### src/rtl/secded_72_64_defs.vh
// Shared SECDED(72,64) constants: widths, parity positions and data-to-position map.
// Macro-only with a guard so the encoder package and the decoder can both include it.
`ifndef SECDED_72_64_DEFS_VH
`define SECDED_72_64_DEFS_VH

`define SECDED_DATA_W 64
`define SECDED_CODE_W 72
`define SECDED_NPAR   7

// Position 0 holds overall parity; 2^k hold the Hamming parities.
`define SECDED_IS_PAR(p) ((p)==0 || (p)==1 || (p)==2 || (p)==4 || (p)==8 || (p)==16 || (p)==32 || (p)==64)

// data[i] lands on the i-th position that is not a power of two.
`define SECDED_DATA_POS(i) ((i)==0 ? 3 : (i)<=3 ? (i)+4 : (i)<=10 ? (i)+5 : (i)<=25 ? (i)+6 : (i)<=56 ? (i)+7 : (i)+8)

`endif

### src/rtl/secded_enc_pipe_72_64_pkg.sv
// Types and helper functions for the pipelined SECDED(72,64) encoder.
package secded_enc_pipe_72_64_pkg;
`include "secded_72_64_defs.vh"

  localparam int DATA_W = `SECDED_DATA_W;
  localparam int CODE_W = `SECDED_CODE_W;
  localparam int NPAR   = `SECDED_NPAR;

  typedef logic [DATA_W-1:0] data_t;
  typedef logic [CODE_W-1:0] code_t;

  function automatic code_t scatter(data_t d);
    code_t c;
    c = '0;
    for (int i = 0; i < DATA_W; i++) c[`SECDED_DATA_POS(i)] = d[i];
    return c;
  endfunction

  // Data positions covered by Hamming parity k.
  function automatic code_t cover_mask(int k);
    code_t m;
    m = '0;
    for (int p = 3; p < CODE_W; p++)
      if (((p >> k) & 1) == 1 && !(`SECDED_IS_PAR(p))) m[p] = 1'b1;
    return m;
  endfunction
endpackage

### src/rtl/secded_enc_pipe_72_64_if.sv
// Stream, injection and status signals of the SECDED encoder pipe.
interface secded_enc_pipe_72_64_if;
  import secded_enc_pipe_72_64_pkg::*;

  logic    in_valid;
  logic    in_ready;
  data_t   data_in;
  logic    out_valid;
  logic    out_ready;
  code_t   code_out;
  logic    inj_arm;
  code_t   inj_mask;
  logic    inj_pending;
  logic [15:0] word_cnt;

  modport slave (
    input  in_valid, data_in, out_ready, inj_arm, inj_mask,
    output in_ready, out_valid, code_out, inj_pending, word_cnt
  );
  modport master (
    output in_valid, data_in, out_ready, inj_arm, inj_mask,
    input  in_ready, out_valid, code_out, inj_pending, word_cnt
  );
endinterface

### src/rtl/secded_enc_pipe_72_64_parity_gen.sv
// Combinational Hamming stage: scatters data and fills the seven 2^k parities; code[0] left 0.
module secded_parity_gen_72_64
  import secded_enc_pipe_72_64_pkg::*;
(
  input  data_t data,
  output code_t code
);
  code_t scat;

  assign scat = scatter(data);

  always_comb begin
    code = scat;
    for (int k = 0; k < NPAR; k++) code[1 << k] = ^(scat & cover_mask(k));
  end
endmodule

### src/rtl/secded_enc_pipe_72_64.sv
// Two-stage SECDED(72,64) encoder with valid/ready flow control and one-shot error injection.
module secded_enc_pipe_72_64
  import secded_enc_pipe_72_64_pkg::*;
(
  input logic clk,
  input logic rst_n,
  secded_enc_pipe_72_64_if.slave bus
);
  logic        s1_valid, s2_valid;
  logic        s1_load, s2_load, word_load;
  code_t       enc, s1_code, s2_code, inj_mask_q;
  logic        inj_pend;
  logic [15:0] cnt;

  secded_parity_gen_72_64 u_gen (.data(bus.data_in), .code(enc));

  // Each stage advances when it is empty or its successor advances.
  assign s2_load   = ~s2_valid | bus.out_ready;
  assign s1_load   = ~s1_valid | s2_load;
  assign word_load = s2_load & s1_valid;

  assign bus.in_ready    = s1_load;
  assign bus.out_valid   = s2_valid;
  assign bus.code_out    = s2_code;
  assign bus.inj_pending = inj_pend;
  assign bus.word_cnt    = cnt;

  always_ff @(posedge clk or negedge rst_n) begin
    if (!rst_n) begin
      s1_valid <= 1'b0;
      s1_code  <= '0;
    end else if (s1_load) begin
      s1_valid <= bus.in_valid;
      if (bus.in_valid) s1_code <= enc;
    end
  end

  // s1_code[0] is 0, so folding it into the overall parity is harmless.
  always_ff @(posedge clk or negedge rst_n) begin
    if (!rst_n) begin
      s2_valid <= 1'b0;
      s2_code  <= '0;
    end else if (s2_load) begin
      s2_valid <= s1_valid;
      if (s1_valid)
        s2_code <= {s1_code[CODE_W-1:1], ^s1_code} ^ (inj_pend ? inj_mask_q : '0);
    end
  end

  // A fresh arm wins over consumption, so a mask armed during a load hits the next word.
  always_ff @(posedge clk or negedge rst_n) begin
    if (!rst_n) begin
      inj_pend   <= 1'b0;
      inj_mask_q <= '0;
    end else if (bus.inj_arm) begin
      inj_pend   <= 1'b1;
      inj_mask_q <= bus.inj_mask;
    end else if (word_load) begin
      inj_pend   <= 1'b0;
    end
  end

  always_ff @(posedge clk or negedge rst_n) begin
    if (!rst_n)                         cnt <= '0;
    else if (s2_valid & bus.out_ready)  cnt <= cnt + 16'd1;
  end
endmodule

### src/flat_wrapper.sv
// flat-port wrapper written by rule: the top's interface ports become plain ports
module secded_enc_pipe_72_64_flat import secded_enc_pipe_72_64_pkg::*;
  (clk, rst_n, bus_in_valid, bus_data_in, bus_out_ready, bus_inj_arm, bus_inj_mask, bus_in_ready, bus_out_valid, bus_code_out, bus_inj_pending, bus_word_cnt);
  secded_enc_pipe_72_64_if bus_i ();
  input logic clk;
  input logic rst_n;
  input wire logic [$bits(bus_i.in_valid)-1:0] bus_in_valid;
  input wire logic [$bits(bus_i.data_in)-1:0] bus_data_in;
  input wire logic [$bits(bus_i.out_ready)-1:0] bus_out_ready;
  input wire logic [$bits(bus_i.inj_arm)-1:0] bus_inj_arm;
  input wire logic [$bits(bus_i.inj_mask)-1:0] bus_inj_mask;
  output wire logic [$bits(bus_i.in_ready)-1:0] bus_in_ready;
  output wire logic [$bits(bus_i.out_valid)-1:0] bus_out_valid;
  output wire logic [$bits(bus_i.code_out)-1:0] bus_code_out;
  output wire logic [$bits(bus_i.inj_pending)-1:0] bus_inj_pending;
  output wire logic [$bits(bus_i.word_cnt)-1:0] bus_word_cnt;
  assign bus_i.in_valid = bus_in_valid;
  assign bus_i.data_in = bus_data_in;
  assign bus_i.out_ready = bus_out_ready;
  assign bus_i.inj_arm = bus_inj_arm;
  assign bus_i.inj_mask = bus_inj_mask;
  assign bus_in_ready = bus_i.in_ready;
  assign bus_out_valid = bus_i.out_valid;
  assign bus_code_out = bus_i.code_out;
  assign bus_inj_pending = bus_i.inj_pending;
  assign bus_word_cnt = bus_i.word_cnt;
  secded_enc_pipe_72_64 u_core (.clk(clk), .rst_n(rst_n), .bus(bus_i));
endmodule
### config.mk
export PLATFORM = sky130hd
export DESIGN_NAME = secded_enc_pipe_72_64_flat
export DESIGN_NICKNAME = d
export VERILOG_FILES = /design/src/rtl/secded_enc_pipe_72_64_pkg.sv /design/src/rtl/secded_enc_pipe_72_64_if.sv /design/src/rtl/secded_enc_pipe_72_64_parity_gen.sv /design/src/rtl/secded_enc_pipe_72_64.sv /design/src/flat_wrapper.sv
export VERILOG_INCLUDE_DIRS = /design/src /design/src/rtl
export SDC_FILE = /design/constraint.sdc
export NUM_CORES = 1
export LEC_CHECK = 0
export ABC_AREA = 1
export BUFFER_PORTS_ARGS = -buffer_cell sky130_fd_sc_hd__buf_2
export CAP_MARGIN = 20
export CORE_MARGIN = 4
export CORE_UTILIZATION = 45
export CTS_CLUSTER_SIZE = 12
export DETAILED_ROUTE_END_ITERATION = 10
export PLACE_DENSITY_LB_ADDON = 0.1
export SLEW_MARGIN = 20
export SYNTH_ARGS = -nofsm -noshare
export SYNTH_HDL_FRONTEND = slang
export SYNTH_HIERARCHICAL = 1
export SYNTH_SLANG_ARGS = --single-unit
### constraint.sdc
create_clock -name clk -period 1.8 [get_ports clk]
set_input_delay 0.27 -clock clk [delete_from_list [all_inputs] [get_ports clk]]
set_output_delay 0.27 -clock clk [all_outputs]
set_load 0.02 [all_outputs]
==> impl_results.md <==
* Synthesized flop and latch total at 235
* Maximum root-to-sink buffer count at 3
* Grt ovf at 0
* Share of the synthesized area in the top cell type at 43.0%
* Residual DRC count at 0
* Xor/xnor share of the synthesized area at 11.8%
* Setup repair after global routing missed its margin: yes
* Reg2reg start: u_core/s1_code[51]
* HPWL Detailed at 24,900 um
* Rows at 63
* Reg2Reg Depth at 16
* Crit. End Element: flop
* Die Wd at 182 um
* Pwr per Cell Area at 1190 nW/um^2
* Post-synth ARST share at 100%
* CTS buffer count at 27
* Slew Limit Fails at 0
* Initial antenna violation count at 3
* Crit path DAT at 2.22 ns
* Final WL at 35,500 um
* Lkg Pwr at 9.40 nW
* Final number of setup-violating endpoints at 1
* Peak supply drop at 0.658 mV
* Register area share after synthesis at 43.0%
* Final worst path period need at 1.81 ns
* Area Growth Syn to Fin at 25.4%
* Library cells used by synthesis at 30
* Hold path startpoint: bus_inj_mask[21]
* FMAX at 553 MHz
* Synth Warn # at 6
* Failing checks: setup timing
* Period utilisation layout at 100%
* DRT iter0 DRCs at 561
* PnR worst setup slack at -0.00749 ns
* Vias/cell at 4.66
* Largest net degree at the start of global routing at 110
* Total core area at 29,800 sq um
* TritonCTS clock tree: done
* Routed WL per cell at 14.1 um
* Mux share of post-synthesis cell area at 3.87%
* Die height at 182 um
* Hold Crit Class: input port to flop
* Crit path kind: input port to flop
* Syn Area/Cell at 7.48 sq um
* Synthesized-area fraction occupied by adder cells at 0.0915%
* Cell Area, Synth at 13,700 sq um
* Post-Syn Instances at 1,828
* Global-route wire length before repair at 57,400 um
* Worst setup SP type: input port
* Simple-gate portion of the synthesized area at 29.0%
* Cell with the most instances after synthesis: nand2_1
* Critical-path maximum fanout at 3
* Largest family of logic cells by synthesized area: simple AND/OR/NAND/NOR gates
* Final hold slack at 0.0182 ns
* Starting density of the core at 45.9%
* Top cells by area, synth: dfrtp_1 (43%), nand2_1 (26%), xor2_1 (7.7%)
* Worst Skew at 0.00900 ns
* Nets at 2,260
* Reg-to-reg critical path endpoint: u_core/bus.code_out[0]
* Reg-to-reg setup timing slack at 0.09 ns
* Number of synthesized flops with an enable pin at 0
* Buffers added on ports at 231
* Antenna viol nets, final at 0
* CTS Root Cell: clkbuf_16
* CTS HTree Levels at 1
* I/O pin total at 232
* Synth area leader: dfrtp_1
* Hold EP: u_core/inj_mask_q[21]
* Post-synthesis compound-gate area fraction at 3.60%
* GP Congestion at 0.805
* GR Util All Layers at 20.9%
* Synth top cells by count: nand2_1 (934), dfrtp_1 (235), xor2_1 (120), inv_1 (109), o21ai_0 (71)
* Maxcap violations at 0
* Clock sinks at 235
* Syn nets at 1,970
* CTS clk-pin slew, worst paths at 0.06 ns
* DR vias at 11,800
* Pre-antenna DRT Iters at 5
* Outcome: finished, violations left
* Die ar. at 33,200 sq um
* Vias in the first global route at 11,400
* Hold Path Stages at 3
* Overall Power at 0.0204 W
* Clk_lat worst skew at 0.53 ns
* Final hold viol count at 0
* Layout cells sized above 1 at 21.9%
* Synth Flop Type: dfrtp_1
* WP data required at 2.22 ns
-- critical path: stages --
cell	delay [ns]
dlygate4sd3_1	0.53
buf_2	0.14
xnor2_1	0.15
xnor2_1	0.42
nand3_1	0.14
nand2_1	0.15
inv_2	0.04
nand3_1	0.07
nand2_1	0.06
mux2_2	0.25
-- cells by family after synthesis --
group	Yosys count
simple gates	1023
fa+ha+maj	1
xor+xnor	182
buf+inv	241
flops	235
mux	47
compound gates	98
other cells	1
-- layout by cell type, fill, tap and decap left out, types with 2 or more instances in the layout --
cell type / instances
clkinv_2: 3
dlygate4sd3_1: 78
clkbuf_16: 27
nor2_4: 3
buf_12: 11
clkbuf_1: 10
xor2_1: 118
mux2_2: 47
buf_2: 230
inv_1: 105
nand2_1: 912
nand2_2: 27
bufinv_16: 3
nor2_1: 38
nand2_4: 2
dfrtp_1: 229
xor2_2: 3
nand3_1: 20
clkbuf_8: 5
a21oi_1: 26
o21ai_0: 71
xnor2_2: 7
nand3b_1: 2
inv_2: 19
buf_4: 56
xnor2_1: 54
dfrtp_2: 6
nor2_2: 10
nand3_2: 4
-- layout make-up --
type                    count  area [sq um]
repair buffers            378          2650
diodes                      1          2.50
multi-input cells        1352          6780
clock buffers              42           782
flip-flops and latches    235          5890
well taps                 390           488
inverters                 124           465
clock inverters             6           105
fillers                  2762         12600
-- layer usage --
metal / vias up / track usage (%) / part of all wire [%]
met3: 42 / 3.77 / 6.1
li1: 6072 / - / -
met4: 4 / 4.02 / 1.5
met1: 5416 / 29.8 / 47
met2: 259 / 34.0 / 45
met5: - / 0 / 0.076
-- power breakdown --
part           total [W]  internal [W]  switching (W)
clock network    0.00556       0.00339        0.00217
logic            0.00749       0.00298        0.00451
registers        0.00738       0.00645       0.000933
total             0.0204        0.0128        0.00762
-- metrics by stage --
stage               instance area (sq um)  worst slack (ns)  instances  util (%)  TNS (ns)
global route                        17200            -0.133       2528      57.6    -0.164
detailed placement                  15100           -0.0759       2375      50.7    -0.203
finish                              17200          -0.00749       2528      57.6  -0.00749
CTS                                 16800            0.0403       2502      56.5         0
global placement                    15100           -0.0627       2375      50.7    -0.117
floorplan                           13700            0.0675       1828         -         0
-- state kept, by name, summed over array words and instances, names as in the netlist --
signal and count:
u_core/bus.word_cnt 16, u_core/s1_valid 1, u_core/s1_code 72, u_core/bus.code_out 72
u_core/bus.out_valid 1, u_core/inj_mask_q 72, u_core/bus.inj_pending 1
-- worst max-delay path by stage --
stage | cells after the start | end | from | slack [ns]
after floorplan | 4 | u_core/s1_code[10] | u_core/bus.out_valid | 0.07
after global placement | 8 | u_core/s1_code[8] | bus_data_in[34] | -0.06
after detailed placement | 10 | u_core/s1_code[8] | bus_data_in[36] | -0.08
after CTS | 10 | u_core/s1_code[4] | bus_data_in[62] | 0.04
after global routing | 14 | u_core/bus.code_out[0] | u_core/s1_code[53] | -0.13
final | 10 | u_core/s1_code[4] | bus_data_in[62] | -0.007
-- repair_timing --
action                     in CTS  in global routing
cloned                          1                  0
pin swaps                       0                 25
setup endpoints to repair       1                  4
hold endpoints to repair      122                  0
hold buffers                   78                  0
setup buffers                   0                 25
resized for setup               1                 48
Note: power is estimated with default switching activity, not from simulation.
